**config.mk**
```make
export PLATFORM = sky130hd
export DESIGN_NAME = pipe_stall_ctrl
export DESIGN_NICKNAME = d
export VERILOG_FILES = /design/src/rtl/pipe_stall_ctrl.sv
export SDC_FILE = /design/constraint.sdc
export NUM_CORES = 1
export LEC_CHECK = 0
export CAP_MARGIN = 20
export CORE_UTILIZATION = 48
export DETAILED_ROUTE_END_ITERATION = 16
export PLACE_DENSITY = 0.8
export SYNTH_ARGS = -nofsm -noshare
export SYNTH_HDL_FRONTEND = slang
export SYNTH_SLANG_ARGS = --single-unit
```
**constraint.sdc**
```tcl
create_clock -name clk -period 2.6 [get_ports clk]
set_input_delay 0.39 -clock clk [delete_from_list [all_inputs] [get_ports clk]]
set_output_delay 0.39 -clock clk [all_outputs]
set_load 0.1 [all_outputs]
```
**src/rtl/pipe_stall_ctrl.sv**
```systemverilog
// Central pipeline sequencer for the five-stage CPU.
// It decides the PC and pipeline-register write enables and bubble flushes each
// cycle, runs a data-memory wait watchdog and counts PC-stall cycles.
// Ports:
//   clk, clrn                     clock, async active-low reset
//   D_Rs, D_Rt, D_UseRs, D_UseRt  D-stage source operands
//   D_BranchTaken                 D-stage taken branch/jump
//   E_M2Reg, E_RegWrite, E_TargetReg  E-stage load / writeback info
//   M_MemAccess, M_MemReady       M-stage data-memory handshake
//   I_Ready                       instruction fetch completes this cycle
//   PC_en..MW_en                  register write enables (combinational)
//   FD_flush, DE_flush, MW_flush  bubble inserts (combinational)
//   BusErr                        sticky data-memory timeout flag (registered)
//   StallCnt                      cycles with PC_en=0 (registered)
module pipe_stall_ctrl #(
  parameter int unsigned TIMEOUT = 255,
  parameter int unsigned CNT_W   = 32
) (
  input  logic             clk,
  input  logic             clrn,
  input  logic [4:0]       D_Rs,
  input  logic [4:0]       D_Rt,
  input  logic             D_UseRs,
  input  logic             D_UseRt,
  input  logic             D_BranchTaken,
  input  logic             E_M2Reg,
  input  logic             E_RegWrite,
  input  logic [4:0]       E_TargetReg,
  input  logic             M_MemAccess,
  input  logic             M_MemReady,
  input  logic             I_Ready,
  output logic             PC_en,
  output logic             FD_en,
  output logic             DE_en,
  output logic             EM_en,
  output logic             MW_en,
  output logic             FD_flush,
  output logic             DE_flush,
  output logic             MW_flush,
  output logic             BusErr,
  output logic [CNT_W-1:0] StallCnt
);

  localparam int unsigned WAIT_W = $clog2(TIMEOUT + 1);

  typedef enum logic [1:0] {RUN, DWAIT, ERR} state_t;

  state_t            state, state_nx;
  logic [WAIT_W-1:0] wait_cnt, wait_cnt_nx;
  logic              bus_err_nx;
  logic [CNT_W-1:0]  stall_cnt_nx;
  logic              dstall, lu, istall;

  // Hazard terms
  assign dstall = M_MemAccess & ~M_MemReady;
  assign istall = ~I_Ready;
  assign lu     = E_M2Reg & E_RegWrite & (E_TargetReg != 5'd0) &
                  ((D_UseRs & (D_Rs == E_TargetReg)) |
                   (D_UseRt & (D_Rt == E_TargetReg)));

  // State, watchdog and counter registers
  always_ff @(posedge clk or negedge clrn) begin
    if (!clrn) begin
      state    <= RUN;
      wait_cnt <= '0;
      BusErr   <= 1'b0;
      StallCnt <= '0;
    end else begin
      state    <= state_nx;
      wait_cnt <= wait_cnt_nx;
      BusErr   <= bus_err_nx;
      StallCnt <= stall_cnt_nx;
    end
  end

  // Zero-latency enables/flushes, first matching hazard wins
  always_comb begin
    PC_en    = 1'b1;
    FD_en    = 1'b1;
    DE_en    = 1'b1;
    EM_en    = 1'b1;
    MW_en    = 1'b1;
    FD_flush = 1'b0;
    DE_flush = 1'b0;
    MW_flush = 1'b0;
    if (!clrn) begin
      // Hold everything and fill the pipe with bubbles while in reset
      PC_en    = 1'b0;
      FD_en    = 1'b0;
      DE_en    = 1'b0;
      EM_en    = 1'b0;
      MW_en    = 1'b0;
      FD_flush = 1'b1;
      DE_flush = 1'b1;
      MW_flush = 1'b1;
    end else if (state == ERR) begin
      PC_en = 1'b0;
      FD_en = 1'b0;
      DE_en = 1'b0;
      EM_en = 1'b0;
      MW_en = 1'b0;
    end else if (dstall) begin
      // M holds; W gets a bubble so the register file is not written twice
      PC_en    = 1'b0;
      FD_en    = 1'b0;
      DE_en    = 1'b0;
      EM_en    = 1'b0;
      MW_flush = 1'b1;
    end else if (lu || (istall && D_BranchTaken)) begin
      PC_en    = 1'b0;
      FD_en    = 1'b0;
      DE_flush = 1'b1;
    end else if (istall) begin
      PC_en    = 1'b0;
      FD_flush = 1'b1;
    end else if (D_BranchTaken) begin
      FD_flush = 1'b1;
    end
  end

  // Next-state: data-wait watchdog and stall counter
  always_comb begin
    state_nx     = state;
    wait_cnt_nx  = wait_cnt;
    bus_err_nx   = BusErr;
    stall_cnt_nx = StallCnt;
    case (state)
      RUN: begin
        if (dstall) begin
          state_nx    = DWAIT;
          wait_cnt_nx = WAIT_W'(1);
        end
      end
      DWAIT: begin
        if (!dstall) begin
          state_nx    = RUN;
          wait_cnt_nx = '0;
        end else if (wait_cnt == WAIT_W'(TIMEOUT)) begin
          state_nx   = ERR;
          bus_err_nx = 1'b1;
        end else begin
          wait_cnt_nx = wait_cnt + WAIT_W'(1);
        end
      end
      ERR: ;
      default: state_nx = RUN;
    endcase
    if ((state != ERR) && !PC_en)
      stall_cnt_nx = StallCnt + CNT_W'(1);
  end

endmodule

```
# [After elaboration in Yosys (flattened, before gate mapping)]
# Index checks and enable logic that the tools add are counted.
[word_totals] in_bits=25 ff_bits=43 word_cells=70 output_inout_bits=41
[op_classes] n_reduce_logical=10 n_bitwise=10 eq_ne=9 addsub=2 n_mux=35
[op_table] cell="$add A32 B1 Y32 const B" count=1
[op_table] cell="$mux W1" count=27
[op_table] cell="$mux W8" count=3
[op_table] cell="$pmux W8 S2" count=1
[op_table] cell="$eq A5 B5 Y1" count=2
[op_table] cell="$reduce_and A3 Y1" count=3
[op_table] cell="$add A8 B1 Y8 const B" count=1
[op_table] cell="$eq A8 B8 Y1 const B" count=1
[op_table] cell="$and A1 B1 Y1" count=6
[op_table] cell="$mux W2" count=3
[op_table] cell="$ne A3 B3 Y1 const B" count=2
[op_table] cell="$pmux W2 S3" count=1
[op_table] cell="$reduce_bool A5 Y1" count=1
[op_table] cell="$ne A2 B2 Y1 const B" count=2
[op_table] cell="$not A1 Y1" count=3
[op_table] cell="$eq A2 B1 Y1 const B" count=1
[op_table] cell="$eq A2 B2 Y1 const B" count=1
[op_table] cell="$logic_and A1 B1 Y1" count=2
[op_table] cell="$logic_not A2 Y1" count=1
[op_table] cell="$reduce_bool A2 Y1" count=1
[op_table] cell="$logic_not A1 Y1" count=1
[op_table] cell="$logic_or A1 B1 Y1" count=1
[op_table] cell="$or A1 B1 Y1" count=1

# [Depth between registers and ports, before layout]
[logic_depth] word_depth=11 ltp_mapped=8 depth_no_buf=7

# [Worst setup path after synthesis]
# No wires, ideal clock.
[synth_path] path_type="input to output" start="in E_TargetReg[0]" end="out FD_flush" required_time_ns=2.210 cell_stages=4 path_buffers=0 setup_slack_ns=-2.204 arrival_time_ns=4.414 cell_sequence="or3_1 > o311a_1 > and2_1 > o41ai_1"
[synth_via] elab_chain_cells=9 word_cells_on_any_way=13
[synth_lines] element="start, declared" line_no="28" source="input logic [4:0] E_TargetReg,"
[synth_lines] element="$eq A5 B5 Y1, on equally long branches" line_no="58, 59"
[synth_lines] element="$and A1 B1 Y1, on equally long branches" line_no="58, 59"
[synth_lines] element="$or A1 B1 Y1" line_no="58" source="((D_UseRs & (D_Rs == E_TargetReg)) |"
[synth_lines] element="$and A1 B1 Y1 *" line_no="57" source="assign lu = E_M2Reg & E_RegWrite & (E_TargetReg != 5'd0) &"
[synth_lines] element="$logic_or A1 B1 Y1 *" line_no="109" source="end else if (lu || (istall && D_BranchTaken)) begin"
[synth_lines] element="$mux W1 *" line_no="109"
[synth_lines] element="$mux W1 *" line_no="102" source="end else if (dstall) begin"
[synth_lines] element="$mux W1 *" line_no="96" source="end else if (state == ERR) begin"
[synth_lines] element="$mux W1 *" line_no="86" source="if (!clrn) begin"
[synth_lines] element="end, declared" line_no="37" source="output logic FD_flush,"
# Every way passes the cells marked *; elsewhere a longest branch is shown, timed or not.

# [Final worst setup path]
[layout_path] start="in D_Rs[3]" end="out DE_flush"
[layout_via] elab_chain_cells=9
[layout_lines] element="start, declared" line_no="21" source="input logic [4:0] D_Rs,"
[layout_lines] element="$eq A5 B5 Y1" line_no="58"
[layout_lines] element="$and A1 B1 Y1" line_no="58"
[layout_lines] element="$or A1 B1 Y1" line_no="58"
[layout_lines] element="$and A1 B1 Y1" line_no="57"
[layout_lines] element="$logic_or A1 B1 Y1" line_no="109"
[layout_lines] element="$mux W1" line_no="109"
[layout_lines] element="$mux W1" line_no="102"
[layout_lines] element="$mux W1" line_no="96"
[layout_lines] element="$mux W1" line_no="86"
[layout_lines] element="end, declared" line_no="38" source="output logic DE_flush,"
# Every way passes these cells.

==> out/results.txt <==
Clk slew on worst S/H paths -> 0.08 ns
Syn Inst Count -> 229
Synth area leaders -> dfrtp_1 45%, xor2_1 11%, xnor2_1 6.2%
FF+latch count, synth -> 43
Async SR Flop Fraction -> 1.00
PwrDens -> 866 mW/mm^2
Max Root-Sink Buffers -> 2
Most common cell in the netlist -> dfrtp_1
Tmin final -> 2.45 ns
Cell breakdown of the critical path -> clkdlybuf4s50_1 > xnor2_1 > nand4_1 > o22ai_2 > and2_4 > nor2_4 > buf_4 > o21ai_4 > buf_12
Yosys warnings -> 0
Synth-to-Final Area Change -> 42.6%
Final Max Slew Viols -> 0
Critical path data required time -> 2.21 ns
Met2 GRT Util -> 0.372
GRT met3 Usage -> 0.0472
Critical path arrival -> 2.06 ns
Root Driver -> clkbuf_8
Mapped Area -> 0.00239 mm^2
CP max stage delay -> 0.42 ns
Vias in the first global route -> 1920
Sw Ratio -> 0.488
Final core occ -> 0.716
GRT Overall Usage -> 0.213
Initial Util -> 0.502
H-tree depth -> 2
Top delay family on crit path -> buffers and inverters
Iteration count of the initial detailed-routing pass -> 4
Post-synth cell types -> 40
Largest net degree at the start of global routing -> 43
Final worst path period share -> 0.943
CTS tree -> done
Most used routing layer in global routing -> met2
Worst slew pin tran -> 0.588 ns
Placer Congestion -> 0.803
Crit Path Max Fanout -> 3
DP Wirelength -> 3800 um
Synth Area per Inst -> 10.4 um^2
CTS buffer count -> 5
Max-cap violations -> 0
Initial antenna violation count -> 0
Critical path type -> input pin to output pin
Post-CTS Setup Bufs -> 0
Relative slew slack -> 0.608
Crit path launch type -> input pin
Die H -> 72.5 um
Fin Clk Skew -> 0.00643 ns
Antenna Cells -> 0
Hold Crit Class -> flop to flop
P_sw -> 1.44 mW
Placed cells -> 367
Slowest-stage cell, CP -> clkdlybuf4s50_1
Initial DRC Count -> 54
Post-synth EDFFs -> 0
Worst Setup SP -> D_Rs[3]
PortBufs -> 65
Final Hold Fails -> 0
Num ports -> 66
Nets -> 335
Antenna Nets Post-Route -> 0
RSZ-0062 raised after global routing -> false
Vias/cell -> 5.10
GRT overflow -> 0
Core area -> 0.00475 mm^2
Share of layout cells above drive strength 1 -> 0.272
Clock network power share -> 0.208
Pwr Total -> 2.95 mW
Fin cells -> 376
Filler cell count -> 339
Worst hold start -> BusErr
Via count of the routed design -> 1916
CP endpoint kind -> output pin
DP Area -> 0.00318 mm^2
Die width -> 72.5 um
Most used DFF post-synth -> dfrtp_1
Routed wire length -> 5180 um
Global-route wire length before repair -> 8620 um
Combinational share of power -> 0.477
Crit path buffers/inverters -> 3
Rows -> 25
Routed WL per cell -> 13.8 um
Maximum clock frequency -> 408 MHz
Setup violations, final -> 0
Synth cell count leaders -> 43 x dfrtp_1, 30 x xor2_1, 23 x nand2_1
FF-to-FF Start -> wait_cnt[0]
Pint -> 1.51 mW
Hold_ws -> 0.481 ns
Area leader, netlist -> dfrtp_1
Clock sinks -> 43
Area share of the largest cell type after synthesis -> 0.451
Remaining DRCs -> 0
Syn nets -> 256
LEAKAGE -> 1.45 nW
Seq/Total Area, Yosys -> 0.451
Met1 Track Usage GR -> 0.264
Sequential power share -> 0.315
Post-route design area -> 0.00340 mm^2
Die ar. -> 0.00526 mm^2
Peak VDD IR -> 0.00133 V
Outcome -> finished, final reports clean
Clock Latency Late Sink -> 0.30 ns
sequential cells by signal, indices dropped and copies added, names as in the netlist:
register / count
wait_cnt: 8
state: 2
StallCnt: 32
BusErr: 1
through the flow:
step / setup TNS, ns / worst slack [ns]
final: 0 / 0.147
after global routing: 0 / 0.0549
after CTS: 0 / 0.0103
after detailed placement: -0.153 / -0.122
after global placement: -0.111 / -0.111
after floorplan: -0.263 / -0.263
cell usage in the layout (no fill, tap or decap), drive strengths merged, types with 2 or more instances in the layout:
| cell type | netlist | final |
|---|---|---|
| a21o | 2 | 2 |
| a21oi | 4 | 4 |
| and2 | 4 | 4 |
| and3 | 5 | 5 |
| and4 | 3 | 3 |
| buf | 5 | 53 |
| bufinv | 0 | 2 |
| clkbuf | 0 | 5 |
| clkdlybuf4s50 | 0 | 18 |
| dfrtp | 43 | 43 |
| dlymetal6s2s | 0 | 5 |
| ha | 2 | 2 |
| inv | 5 | 5 |
| nand2 | 23 | 23 |
| nand2b | 5 | 5 |
| nand3 | 12 | 12 |
| nand4 | 5 | 5 |
| nor2 | 18 | 18 |
| nor2b | 4 | 4 |
| nor3 | 16 | 16 |
| nor3b | 3 | 3 |
| nor4 | 5 | 5 |
| nor4b | 2 | 2 |
| o21ai | 6 | 6 |
| or3 | 2 | 2 |
| xnor2 | 17 | 17 |
| xor2 | 30 | 30 |
worst paths after layout:
path | cells after the start | slack [ns] | end
max reg2reg | 8 | 0.56 | wait_cnt[7]
min | 1 | 0.48 | BusErr
max | 9 | 0.15 | DE_flush
max in group asynchronous | 3 | 1.34 | wait_cnt[6]
min in group asynchronous | 2 | 0.49 | state[1]
min reg2reg | 1 | 0.48 | BusErr
worst register-to-register path, delay by kind of cell (launching register included):
kind                       cells  cell delay (ns)
DFF                            1             0.42
adders and majority gates      1             0.23
AOI/OAI and AO/OA              1             0.47
xor gates and xnor gates       1             0.18
buffers and inverters          1             0.16
and+or+nand+nor                4             0.45
logic make-up after synthesis:
group                    Yosys count  synth area share
adder cells (fa/ha/maj)            2            0.0105
AND/OR/NAND/NOR                  109             0.283
AO/OA/AOI/OAI                     17            0.0545
flip-flops                        43             0.451
XOR/XNOR                          47             0.172
buffers and inverters             10            0.0241
multiplexers                       1           0.00472
power groups by stage:
stage          sequential [mW]  combinational, mW  clock (mW)
6_report                 0.928               1.41       0.613
5_1_grt                  0.953               1.47       0.650
4_1_cts                  0.929               1.40       0.623
3_5_place_dp             0.938               1.40           0
3_3_place_gp             0.933               1.38           0
2_1_floorplan             1.68              0.302           0
metal layers:
metal / wire (um) / part of all wire
met1: 2270 / 0.44
met3: 252 / 0.049
met5: 0 / 0
met2: 2590 / 0.50
met4: 61 / 0.012
cell type report:
class	instances	area, um^2	area share
Clock buffer	5	68.8	0.0202
Sequential cell	43	1080	0.316
Tap cell	67	83.8	0.0246
Clock inverter	3	67.6	0.0199
Multi-Input combinational cell	176	1330	0.392
Inverter	5	18.8	0.00551
Timing Repair Buffer	77	756	0.222
repair_timing:
| item | in CTS | in global routing |
|---|---|---|
| setup endpoints to repair | 3 | 3 |
| hold buffers | 1 | 0 |
| pin swaps | 1 | 11 |
| gates resized for setup | 1 | 16 |
| endpoints found under the hold margin | 1 | 0 |
Note: power is estimated with default switching activity, not from simulation.
